File: config.mk
export PLATFORM = sky130hd
export DESIGN_NAME = vga_sync_receiver
export DESIGN_NICKNAME = d
export VERILOG_FILES = /design/src/rtl/vga_timing_pkg.sv /design/src/rtl/vga_edge_sync.sv /design/src/rtl/vga_sync_receiver.sv
export SDC_FILE = /design/constraint.sdc
export NUM_CORES = 1
export LEC_CHECK = 0
export ABC_CLOCK_PERIOD_IN_PS = 3400
export CAP_MARGIN = 15
export CORE_UTILIZATION = 29
export DETAILED_ROUTE_END_ITERATION = 12
export DONT_BUFFER_PORTS = 1
export HOLD_SLACK_MARGIN = 0.12
export MAX_ROUTING_LAYER = met4
export PLACE_DENSITY = 0.49
export SLEW_MARGIN = 20
export SYNTH_ARGS = -nofsm -noshare
export SYNTH_HDL_FRONTEND = slang
export SYNTH_SLANG_ARGS = --single-unit
File: constraint.sdc
create_clock -name CLK -period 3.4 [get_ports CLK]
set_input_delay 0.51 -clock CLK [delete_from_list [all_inputs] [get_ports CLK]]
set_output_delay 0.51 -clock CLK [all_outputs]
set_load 0.01 [all_outputs]
File: src/rtl/vga_timing_pkg.sv
// ============================================================================
// Module : vga_timing_pkg
// Brief  : VGA raster timing constants shared by generator and receiver.
// Rev    : 1.0  initial release
// ============================================================================
`default_nettype none

package vga_timing_pkg;

  localparam int H_TOTAL      = 800;
  localparam int H_DISP_START = 144;
  localparam int H_ACTIVE     = 640;
  localparam int V_TOTAL      = 521;
  localparam int V_DISP_START = 31;
  localparam int V_ACTIVE     = 480;

  localparam int COLOR_W = 12;
  localparam int CNT_W   = 10;

  typedef enum logic [1:0] {
    ST_SEARCH  = 2'd0,
    ST_MEASURE = 2'd1,
    ST_LOCKED  = 2'd2
  } sync_state_e;

endpackage

`default_nettype wire

File: src/rtl/vga_edge_sync.sv
// ============================================================================
// Module : vga_edge_sync
// Brief  : Enable-qualified two-stage sync sampler with falling-edge detect.
// Rev    : 1.0  initial release
// ============================================================================
`default_nettype none

module vga_edge_sync (
  input  logic clk,
  input  logic rst,
  input  logic i_en,
  input  logic i_sig,
  output logic o_fall
);

  logic r_q;
  logic r_qq;

  // Both stages reset to the idle (high) level so reset never fakes an edge.
  always_ff @(posedge clk) begin
    if (rst) begin
      r_q  <= 1'b1;
      r_qq <= 1'b1;
    end else if (i_en) begin
      r_q  <= i_sig;
      r_qq <= r_q;
    end
  end

  assign o_fall = r_qq & ~r_q;

endmodule

`default_nettype wire

File: src/rtl/vga_sync_receiver.sv
// ============================================================================
// Module : vga_sync_receiver
// Brief  : Locks to incoming HS/VS, checks raster lengths, emits pixel stream.
// Rev    : 1.0  initial release
// ============================================================================
`default_nettype none

module vga_sync_receiver
  import vga_timing_pkg::*;
#(
  parameter int H_TOTAL_CFG      = H_TOTAL,
  parameter int H_DISP_START_CFG = H_DISP_START,
  parameter int H_ACTIVE_CFG     = H_ACTIVE,
  parameter int V_TOTAL_CFG      = V_TOTAL,
  parameter int V_DISP_START_CFG = V_DISP_START,
  parameter int V_ACTIVE_CFG     = V_ACTIVE
) (
  input  logic               CLK,
  input  logic               RESET,
  input  logic               PIX_EN,
  input  logic               HS_IN,
  input  logic               VS_IN,
  input  logic [COLOR_W-1:0] COLOR_IN,
  output logic               PIX_VALID,
  output logic [9:0]         ADDRH,
  output logic [8:0]         ADDRV,
  output logic [COLOR_W-1:0] COLOR_OUT,
  output logic               FRAME_START,
  output logic               LOCKED,
  output logic               SYNC_ERR
);

  localparam logic [CNT_W-1:0] C_CNT_MAX = '1;

  logic               w_hs_fall;
  logic               w_vs_fall;
  logic [COLOR_W-1:0] r_col_q;
  logic [COLOR_W-1:0] r_col_qq;
  logic [CNT_W-1:0]   r_h_cnt;
  logic [CNT_W-1:0]   r_v_cnt;
  logic [CNT_W-1:0]   w_h_next;
  logic [CNT_W-1:0]   w_v_next;
  logic               w_line_ok;
  logic               w_frame_ok;
  logic               w_viol;
  logic               w_in_win;
  logic               w_err;
  logic               w_fs;
  sync_state_e        r_state;
  sync_state_e        w_state_next;

  vga_edge_sync u_hs_sync (
    .clk   (CLK),
    .rst   (RESET),
    .i_en  (PIX_EN),
    .i_sig (HS_IN),
    .o_fall(w_hs_fall)
  );

  vga_edge_sync u_vs_sync (
    .clk   (CLK),
    .rst   (RESET),
    .i_en  (PIX_EN),
    .i_sig (VS_IN),
    .o_fall(w_vs_fall)
  );

  // Colour rides two stages so it lines up with the counter of the same sample.
  always_ff @(posedge CLK) begin
    if (RESET) begin
      r_col_q  <= '0;
      r_col_qq <= '0;
    end else if (PIX_EN) begin
      r_col_q  <= COLOR_IN;
      r_col_qq <= r_col_q;
    end
  end

  always_comb begin
    w_h_next = (r_h_cnt == C_CNT_MAX) ? C_CNT_MAX : r_h_cnt + 1'b1;
    if (w_hs_fall) w_h_next = '0;
    w_v_next = r_v_cnt;
    if (w_hs_fall && (r_v_cnt != C_CNT_MAX)) w_v_next = r_v_cnt + 1'b1;
    if (w_vs_fall) w_v_next = '0;
  end

  always_ff @(posedge CLK) begin
    if (RESET) begin
      r_h_cnt <= '0;
      r_v_cnt <= '0;
    end else if (PIX_EN) begin
      r_h_cnt <= w_h_next;
      r_v_cnt <= w_v_next;
    end
  end

  assign w_line_ok  = w_hs_fall & (r_h_cnt == CNT_W'(H_TOTAL_CFG - 1));
  assign w_frame_ok = w_vs_fall & (r_v_cnt == CNT_W'(V_TOTAL_CFG - 1));
  // A counter arriving at (or sitting on) saturation means the sync went missing.
  assign w_viol = (w_hs_fall & ~w_line_ok) | (w_vs_fall & ~w_frame_ok) |
                  (w_h_next == C_CNT_MAX) | (w_v_next == C_CNT_MAX);

  always_ff @(posedge CLK) begin
    if (RESET) r_state <= ST_SEARCH;
    else       r_state <= w_state_next;
  end

  always_comb begin
    w_state_next = r_state;
    if (PIX_EN) begin
      case (r_state)
        ST_SEARCH:  if (w_vs_fall) w_state_next = ST_MEASURE;
        ST_MEASURE: begin
          if (w_viol)          w_state_next = ST_SEARCH;
          else if (w_frame_ok) w_state_next = ST_LOCKED;
        end
        ST_LOCKED:  if (w_viol) w_state_next = ST_SEARCH;
        default:    w_state_next = ST_SEARCH;
      endcase
    end
  end

  always_comb begin
    w_err = 1'b0;
    w_fs  = 1'b0;
    if (PIX_EN) begin
      case (r_state)
        ST_MEASURE: w_err = w_viol;
        ST_LOCKED: begin
          w_err = w_viol;
          w_fs  = ~w_viol & w_frame_ok;
        end
        default: ;
      endcase
    end
  end

  assign w_in_win = (r_h_cnt >= CNT_W'(H_DISP_START_CFG)) &&
                    (r_h_cnt <  CNT_W'(H_DISP_START_CFG + H_ACTIVE_CFG)) &&
                    (r_v_cnt >= CNT_W'(V_DISP_START_CFG)) &&
                    (r_v_cnt <  CNT_W'(V_DISP_START_CFG + V_ACTIVE_CFG));

  always_ff @(posedge CLK) begin
    if (RESET) begin
      PIX_VALID   <= 1'b0;
      ADDRH       <= '0;
      ADDRV       <= '0;
      COLOR_OUT   <= '0;
      FRAME_START <= 1'b0;
      LOCKED      <= 1'b0;
      SYNC_ERR    <= 1'b0;
    end else begin
      PIX_VALID   <= PIX_EN & (r_state == ST_LOCKED) & w_in_win;
      FRAME_START <= w_fs;
      SYNC_ERR    <= w_err;
      LOCKED      <= (w_state_next == ST_LOCKED);
      if (PIX_EN && w_in_win) begin
        ADDRH     <= r_h_cnt - CNT_W'(H_DISP_START_CFG);
        ADDRV     <= r_v_cnt[8:0] - 9'(V_DISP_START_CFG);
        COLOR_OUT <= r_col_qq;
      end
    end
  end

endmodule

`default_nettype wire
==> results.cfg, run 1 <==
[run_status]
outcome = finished clean

[setup_path]
crit_family = compound AO/OA/AOI/OAI gates
worstPathCellList = ha_1 -> nand4_4 -> a2111oi_2 -> mux2i_1 -> nand2_1 -> o41ai_4 -> or3_1 -> and3_1
path_buf_inv = 0
path_class = flop to flop
start_kind = flop
cpMaxStageDelayCell = dfxtp_1
r2r_cells = 8
timing.rr.end = LOCKED
worstSetupEndpointType = flop
critPathMaxStageDelay_ps = 490
reg2reg_slack_ps = 640
arrival_ps = 3060
cp.required_ps = 3690
crit_fanout = 10
worstReg2RegStart = r_v_cnt[0]

[clock_network]
cts_resized = 0
htree_levels = 3
cts_setup_buffers = 0
numCtsBuffers = 9
clock_latency_ps = 350
clk_pin_slew_worst_paths_ps = 60
cts-root-buf = clkbuf_16
cts_tree = built
clkSinkCount = 85
postCtsHoldBufs = 0
ctsLongestPathBuffers = 2

[finish]
layout_commonest_cell = nor2_1
seqCellArea_um2 = 1702
fillers = 1447
multiInputGateArea_um2 = 2177
antenna_cells = 0
syn2layout_area_growth_pct = 8.796
layout_common_cells = nor2_1 (91), dfxtp_1 (85), mux2i_1 (46), a21oi_1 (28), nand2_1 (20)
drive_gt1_share_pct = 6.696
nets = 471
fin_area_um2 = 4457

[detailed_routing]
vias_per_cell = 4.992
drc = 0
first_iter_violations = 294
wl_mm = 9.017
post_drt_wl_per_cell_um = 14.36
dr_total_vias = 3135
ant_nets = 0
first_pass_iters = 5

[floorplanning]
design.core.area_um2 = 13830
die_y_um = 120.9
design.die.area_um2 = 14600
ios = 52
rows = 43
start_util_pct = 29.63
die_x_um = 120.9

[place]
placed_cell_area_um2 = 4179
port_buffers = 0
pre_cts_ws_ps = 677.1
dpl.hpwl_mm = 5.943
gp_congestion = 0.8063

[yosys]
muxShareOfSynthArea_pct = 11.24
synth-edff-count = 0
postSynth.asyncResetShare_pct = 0
synthAdderAreaFrac_pct = 3.360
synth_compound_area_share_pct = 14.78
synth_top_family_by_area = simple AND/OR/NAND/NOR gates
ys_seq_area_share_pct = 41.54
avgSynthCellArea_um2 = 8.791
syn_nets = 494
ys_types = 58
synth_ff_type = dfxtp_1
synthSimpleGateAreaFrac_pct = 20.92
ys_ff_latch = 85
syn_area_um2 = 4096
synth_xor_area_share_pct = 2.566
netlist_instances = 466
yosysWarningCount = 0

[timing]
fin_crit_sh_pct = 81.30
clock.fmax_mhz = 361.8
worst_pin_slew_ps = 591.3
tns_ps = 0
rsz0062_at_grt = false
worst_clock_skew_ps = 6.078
period_needed_ps = 2764
setup_ws_ps = 635.8
maxSlewHeadroom_pct = 60.58
setup_viol = 0
hold_viol = 0
slew_violations = 0

[hold_path]
min_path_cells = 1
hold_class = input pin to flop
worstHoldEndpoint = r_col_q[6]
hp-start = RESET

[power]
ir_worst_vdd_v = 0.0002649
pwr_density_cell_nw_per_um2 = 455.0
cellLeakagePower_nw = 1.819
total_power_w = 0.002028

[global_route]
grt_max_degree = 83
gr-total-overflow = 0
grt_pass1_vias = 2928
antenna_found_initial = 0
grt_pass1_wl_mm = 14.95
track_usage_pct = 13.54

[run]
cap_viol_max_count = 0
synth_stat cells, drive strengths merged, types with 3 or more instances:
library cell   n  area, µm²
buf           14      88.83
mux2i         46      460.4
xnor2          8      70.07
dfxtp         85       1702
nand2b         8      50.05
o21ai         16      80.08
nand2         20      75.07
a21oi         28      140.1
clkbuf        23      87.58
a41oi          3      33.79
o211ai         4      35.03
ha            11      137.6
nor3           7      51.30
nor4           5      31.28
or3            6      42.54
nand4          5      52.55
a31oi          4      25.02
xor2           4      35.03
inv           14      52.55
o31ai          3      22.52
nor2          91      341.6
nor2b          7      43.79
and4           3      26.28
a211o          4      35.03
nand3         12      60.06
a211oi         6      45.04
and3           4      25.02
state kept, by name, indices dropped and copies added (netlist names), 2 cells and up:
register   count
ADDRH         10
ADDRV          9
COLOR_OUT     12
r_col_q       12
r_col_qq      12
r_h_cnt       10
r_state        2
r_v_cnt       10
area by class of cell:
type                       count  area share, %
tap                          180          5.053
clock inverter                 6          1.095
clock buffer                  10          5.138
timing repair buffer           3         0.5053
sequential                    85          38.18
multi-input combinational    330          48.85
inverter                      14          1.179
cell families (layout without fill, tap and decap cells):
kind of cell / Yosys count / in the layout
adder cells (fa/ha/maj): 11 / 11
buffers and inverters: 51 / 33
XOR/XNOR: 12 / 12
multiplexers: 46 / 46
AND/OR/NAND/NOR: 175 / 175
AO/OA/AOI/OAI: 86 / 86
flip-flops: 85 / 85
through the flow:
stage	util (%)	hold slack [ps]	cells
finish	32.23	222.1	628
global route	32.23	205.0	628
CTS	32.23	211.6	628
detailed placement	30.22	478.0	612
global placement	30.22	469.3	612
floorplan	-	459.6	466
worst max path at each step:
stage / startpoint / end / slack, ps / cells after the start
after floorplan: r_v_cnt[1] / LOCKED / 1100 / 9
after global placement: r_v_cnt[0] / LOCKED / 750 / 8
after detailed placement: r_v_cnt[0] / LOCKED / 680 / 8
after CTS: r_v_cnt[0] / LOCKED / 660 / 8
after global routing: r_v_cnt[0] / LOCKED / 370 / 8
final: r_v_cnt[0] / LOCKED / 640 / 8
power breakdown:
| part | total (W) | internal, W | switching [W] |
|---|---|---|---|
| combinational | 0.0000820 | 0.0000400 | 0.0000420 |
| sequential | 0.00103 | 0.00102 | 0.0000139 |
| clock | 0.000916 | 0.000500 | 0.000417 |
metal layers:
metal | vias to the layer above | global-route usage (%) | share of wire, %
li1 | 1585 | - | -
met1 | 1458 | 16.57 | 47
met2 | 70 | 19.79 | 44
met3 | 22 | 3.806 | 6.1
met4 | 0 | 8.025 | 3.0
met5 | - | - | 0
Note: power is estimated with default switching activity, not from simulation.
==> inputs of run 2 (changes only) <==
--- a/config.mk
+++ b/config.mk
@@ -5,7 +5,8 @@
 export SDC_FILE = /design/constraint.sdc
 export NUM_CORES = 1
 export LEC_CHECK = 0
-export ABC_CLOCK_PERIOD_IN_PS = 3400
+export ABC_AREA = 1
+export ABC_CLOCK_PERIOD_IN_PS = 2600
 export CAP_MARGIN = 15
 export CORE_UTILIZATION = 29
 export DETAILED_ROUTE_END_ITERATION = 12
==> constraint.sdc (replaced) <==
create_clock -name CLK -period 2.6 [get_ports CLK]
set_input_delay 0.39 -clock CLK [delete_from_list [all_inputs] [get_ports CLK]]
set_output_delay 0.39 -clock CLK [all_outputs]
set_load 0.01 [all_outputs]
==> run 2 against run 1 <==
  * Final cell count is 17% higher
  * Highest routed layer unchanged
  * Via count increased by 12%
  * Count of clock-buffer cells in the layout unchanged
  * First-iteration DRC count fell by 27%
  * Sequential share of layout area increased by 0.22 points
  * Final area decreased by 0.56%
  * Synthesized area shrank 2.4%
  * Clock power increased by 35%
  * Utilization increased by 0.97 points
  * Sequential power grew 42%
  * Register-to-register slack got worse by 250 ps
  * Global-route usage up 2.2 points
==> results.cfg, run 2 <==
[setup_path]
path_class = flop to flop
critPathMaxStageDelay_ps = 440
worstPathCellList = ha_1 -> nand2_2 -> nor2_2 -> nand3_4 -> nand3_1 -> nand2_1 -> nor2_1 -> nand2_1 -> nor2_2 -> nand3_2 -> nand3_1 -> nand2_1 -> nand2_1 -> nand2_1 -> nand2_1 -> nor2_1
worstReg2RegStart = r_v_cnt[0]
cpMaxStageDelayCell = dfxtp_1
start_kind = flop
path_buf_inv = 0
reg2reg_slack_ps = 390
cp.required_ps = 2840
worstSetupEndpointType = flop
r2r_cells = 16
timing.rr.end = LOCKED
cpMostUsedCell = nand2_1
arrival_ps = 2450
crit_fanout = 12
crit_family = simple AND/OR/NAND/NOR gates

[timing]
hold_viol = 0
fin_crit_sh_pct = 85.02
worst_clock_skew_ps = 6.525
maxSlewHeadroom_pct = 39.78
rsz0062_at_grt = false
clock.fmax_mhz = 452.4
tns_ps = 0
slew_violations = 0
setup_viol = 0
period_needed_ps = 2210
hold_ws_ps = 149.5
worst_pin_slew_ps = 900.3

[clock_network]
clk_pin_slew_worst_paths_ps = 70
numCtsBuffers = 9
cts-root-buf = clkbuf_16
cts_tree = built
cts_setup_buffers = 0
ctsLongestPathBuffers = 2
clkSinkCount = 85
htree_levels = 3
clock_latency_ps = 340

[detailed_routing]
drc = 0
route.met2.wl_mm = 4.490
wl_mm = 10.14
dr_total_vias = 3517
post_drt_wl_per_cell_um = 13.79
wl_met3_um = 508
first_iter_violations = 215
top_layer_used = met4
wl_met1_mm = 5.053
vias_per_cell = 4.785
first_pass_iters = 4
ant_nets = 0

[yosys]
ys_types = 31
netlist_top_cells_count = nor2_1 (123), nand2_1 (89), dfxtp_1 (85)
netlist_instances = 567
synth-edff-count = 0
ys_seq_area_share_pct = 42.54
synth_ff_type = dfxtp_1
synth_top_area_cell = dfxtp_1
avgSynthCellArea_um2 = 7.055
postSynth.asyncResetShare_pct = 0
yosysWarningCount = 0
syn_nets = 595
synth_most_common_cell = nor2_1
syn_area_um2 = 4000
ys_ff_latch = 85
synth_area_leaders = dfxtp_1 (43%), nor2_1 (12%), o21ai_0 (8.6%)
synth_top_area_share_pct = 42.54

[finish]
drive_gt1_share_pct = 8.050
final_util_pct = 33.20
layout_common_cells = nor2_1 (122), nand2_1 (89), dfxtp_1 (85), o21ai_0 (69), a21oi_1 (39)
top_regs = COLOR_OUT x12, r_col_q x12, r_col_qq x12
layout.cells.non_filler = 735
syn2layout_area_growth_pct = 10.79
layout_commonest_cell = nor2_1
nets = 582
antenna_cells = 0

[run_status]
outcome = finished clean

[hold_path]
worstHoldEndpoint = r_h_cnt[7]
hold_class = input pin to flop
min_path_cells = 1
hp-start = PIX_EN

[global_route]
grt_max_degree = 47
antenna_found_initial = 0
track_usage_pct = 15.77
grt_pass1_vias = 3311
grt_pass1_wl_mm = 17.11
gr-total-overflow = 0

[place]
dp_cells = 718
port_buffers = 0
dpl.hpwl_mm = 6.945
gp_congestion = 0.8912

[power]
pwr_density_cell_nw_per_um2 = 677.2
ir_worst_vdd_v = 0.0003650
total_power_w = 0.003001
cellLeakagePower_nw = 1.883

[run]
cap_viol_max_count = 0

[floorplanning]
die_x_um = 119.4
ios = 52
start_util_pct = 29.97
die_y_um = 119.4
rows = 42
design.core.area_um2 = 13350
design.die.area_um2 = 14270
## run 2: worst max path at each step
stage	depth (start not counted)	slack (ps)	to	startpoint
2_1_floorplan	17	730	LOCKED	r_v_cnt[0]
3_3_place_gp	16	390	r_state[1]	r_v_cnt[1]
3_5_place_dp	16	290	LOCKED	r_v_cnt[0]
4_1_cts	16	290	LOCKED	r_v_cnt[0]
5_1_grt	16	80	LOCKED	r_v_cnt[0]
6_report	16	390	LOCKED	r_v_cnt[0]
## run 2: kinds of logic (layout without fill, tap and decap cells)
kind of cell / after synthesis / in the layout / share of synthesized area [%]
xor gates and xnor gates: 5 / 5 / 1.095
and+or+nand+nor: 268 / 268 / 28.37
buffers and inverters: 71 / 63 / 7.632
AOI/OAI and AO/OA: 127 / 127 / 16.92
adders and majority gates: 11 / 11 / 3.441
DFF: 85 / 85 / 42.54
## run 2: final cells by class
cell class                 instances  area, µm²
fill                            1473       8916
clock buffer                      10      239.0
sequential                        85       1702
tap                              176      220.2
multi-input combinational        411       2008
timing repair buffer               8      62.56
inverter                          39      146.4
clock inverter                     6      53.80
## run 2: per-layer routing
metal,vias to the layer above,GRT usage [%]
met5,-,-
met4,0,6.016
met3,7,4.406
met2,67,23.05
met1,1612,20.53
li1,1831,-
## run 2: through the flow
step                instance area [µm²]  setup WS [ps]
floorplan                          4000          726.1
global placement                   4121          393.9
detailed placement                 4121          293.2
CTS                                4424          289.2
global route                       4432          83.74
finish                             4432          389.6
## run 2: report_power, final
part	switching [W]	total, W	internal (W)	leakage [nW]
combinational	0.000197	0.000299	0.000103	1.04
clock	0.000550	0.00124	0.000690	0.142
sequential	0.0000789	0.00146	0.00138	0.698
## run 2: repair_timing
action | CTS | global route
endpoints found under the setup margin | 0 | 3
gates resized for setup | 0 | 1
endpoints found under the hold margin | 17 | 0
hold buffers | 1 | 0
==> inputs of run 3 (changes only) <==
--- a/config.mk
+++ b/config.mk
@@ -8,12 +8,12 @@
 export ABC_AREA = 1
 export ABC_CLOCK_PERIOD_IN_PS = 2600
 export CAP_MARGIN = 15
-export CORE_UTILIZATION = 29
+export CORE_UTILIZATION = 35
 export DETAILED_ROUTE_END_ITERATION = 12
 export DONT_BUFFER_PORTS = 1
 export HOLD_SLACK_MARGIN = 0.12
 export MAX_ROUTING_LAYER = met4
-export PLACE_DENSITY = 0.49
+export PLACE_DENSITY = 0.55
 export SLEW_MARGIN = 20
 export SYNTH_ARGS = -nofsm -noshare
 export SYNTH_HDL_FRONTEND = slang
==> run 3 against run 2 <==
  * Flip-flop and latch count unchanged
  * Worst setup slack worse by 51 ps
  * Total power is essentially flat
  * Routed wire length shrank 2.2%
  * Clock skew up 3.1 ps
  * Count of clock-buffer cells in the layout increased by 1
  * Register-to-register slack lost 50 ps
  * Non-clock buffer count unchanged
  * Sequential power barely moved
  * Global-route usage up 2.9 points
  * Maximum frequency decreased by 2.3%
  * Die area decreased by 17%
  * Highest routed layer unchanged
==> results.cfg, run 3 (synthesis gave the netlist of run 2 again) <==
[run_status]
outcome = finished clean

[finish]
final_util_pct = 39.91
multiInputGateArea_um2 = 1996
layout_common_cells = nor2_1 (122), nand2_1 (89), dfxtp_1 (85), o21ai_0 (69), a21oi_1 (39)
antenna_cells = 0
nets = 582
layout_commonest_cell = nor2_1
top_regs = COLOR_OUT x12, r_col_q x12, r_col_qq x12
seqCellArea_um2 = 1702
fillers = 1171
drive_gt1_share_pct = 7.692
syn2layout_area_growth_pct = 9.571

[clock_network]
cts_resized = 0
clock_latency_ps = 350
clkSinkCount = 85
ctsLongestPathBuffers = 2
htree_levels = 3
numCtsBuffers = 9
clk_pin_slew_worst_paths_ps = 70
cts_setup_buffers = 0
cts-root-buf = clkbuf_16
postCtsHoldBufs = 2
cts_tree = built

[power]
pwr_density_cell_nw_per_um2 = 684.8
cellLeakagePower_nw = 1.885
ir_worst_vdd_v = 0.0003954

[setup_path]
crit_fanout = 12
cp.required_ps = 2850
worstSetupEndpointType = flop
start_kind = flop
arrival_ps = 2510
path_class = flop to flop

[timing]
setup_viol = 0
rsz0062_at_grt = false
slew_violations = 0
fin_crit_sh_pct = 86.99
maxSlewHeadroom_pct = 47.96
clock.fmax_mhz = 442.1
worst_pin_slew_ps = 778.0
tns_ps = 0
period_needed_ps = 2262
hold_viol = 0
worst_clock_skew_ps = 9.611

[global_route]
gr-total-overflow = 0
antenna_found_initial = 0
grt_pass1_wl_mm = 16.45
grt_max_degree = 53
grt_pass1_vias = 3301
track_usage_pct = 18.64

[floorplanning]
start_util_pct = 36.42
rows = 38
design.core.area_um2 = 10980
ios = 52
die_y_um = 108.9
design.die.area_um2 = 11860
die_x_um = 108.9

[run]
cap_viol_max_count = 0

[detailed_routing]
vias_per_cell = 5.021
dr_total_vias = 3510
wl_mm = 9.912
ant_nets = 0
drc = 0
first_iter_violations = 240
first_pass_iters = 5
post_drt_wl_per_cell_um = 14.18

[place]
dpl.hpwl_mm = 6.684
gp_congestion = 0.9336
port_buffers = 0

[hold_path]
hold_class = input pin to flop
## run 3: cell types whose count changed in the layout (fill, tap and decap cells not counted), sizes merged
cell and delta:
buf -1, clkbuf +1, inv -1, clkinvlp -1
dlygate4sd3 +1, clkinv +1
## run 3: worst max-delay path, cell delays in order (launching register included)
cell     delay (ps)
dfxtp_1         440
ha_1            220
nand2_2          80
nor2_2          130
nand3_2         270
nand2_2         220
nor2_1           70
nor2_1          140
nand2_1          80
nor2_2          100
nand3_2          90
nand3_1          70
nand2_1          50
nand2_1          50
nand2_1          50
nand2_1          70
nor2_1           40
## run 3: path summary, 6_finish.rpt
check                                     from        endpoint  slack (ps)  cells after the start
worst max register to register      r_v_cnt[0]          LOCKED         340                     16
worst max-delay path                r_v_cnt[0]          LOCKED         340                     16
worst min register to register  u_vs_sync.r_qq  u_vs_sync.r_qq         470                      2
worst min-delay path                    PIX_EN      r_h_cnt[7]         140                      1
## run 3: stage by stage
step	setup WS [ps]	hold WS (ps)	instance area, µm²	power, W	cells
after detailed placement	354.4	462.9	4076	0.001782	681
after global placement	427.5	458.1	4076	0.001780	681
after CTS	358.3	124.0	4383	0.003030	699
after global routing	6.155	126.0	4383	0.003148	699
after floorplan	726.1	449.5	4000	0.001718	567
final	338.3	137.3	4383	0.003001	699
## run 3: per-layer routing
layer  global-route usage (%)  share of wire, %
met1                    24.82                50
met2                    26.55                43
met3                    5.918               6.7
met4                    5.985               1.0
met5                        -                 0
## run 3: where the power goes
| group | switching, W | internal, W |
|---|---|---|
| Sequential | 0.0000775 | 0.00138 |
| Combinational | 0.000199 | 0.000103 |
| Clock | 0.000553 | 0.000686 |
| Total | 0.000829 | 0.00217 |
## run 3: layout make-up
type | count | share of cell area (%)
Clock inverter | 5 | 0.9991
Tap cell | 140 | 3.997
Clock buffer | 11 | 5.538
Sequential cell | 85 | 38.82
Timing Repair Buffer | 8 | 1.770
Multi-Input combinational cell | 411 | 45.53
Inverter | 39 | 3.340
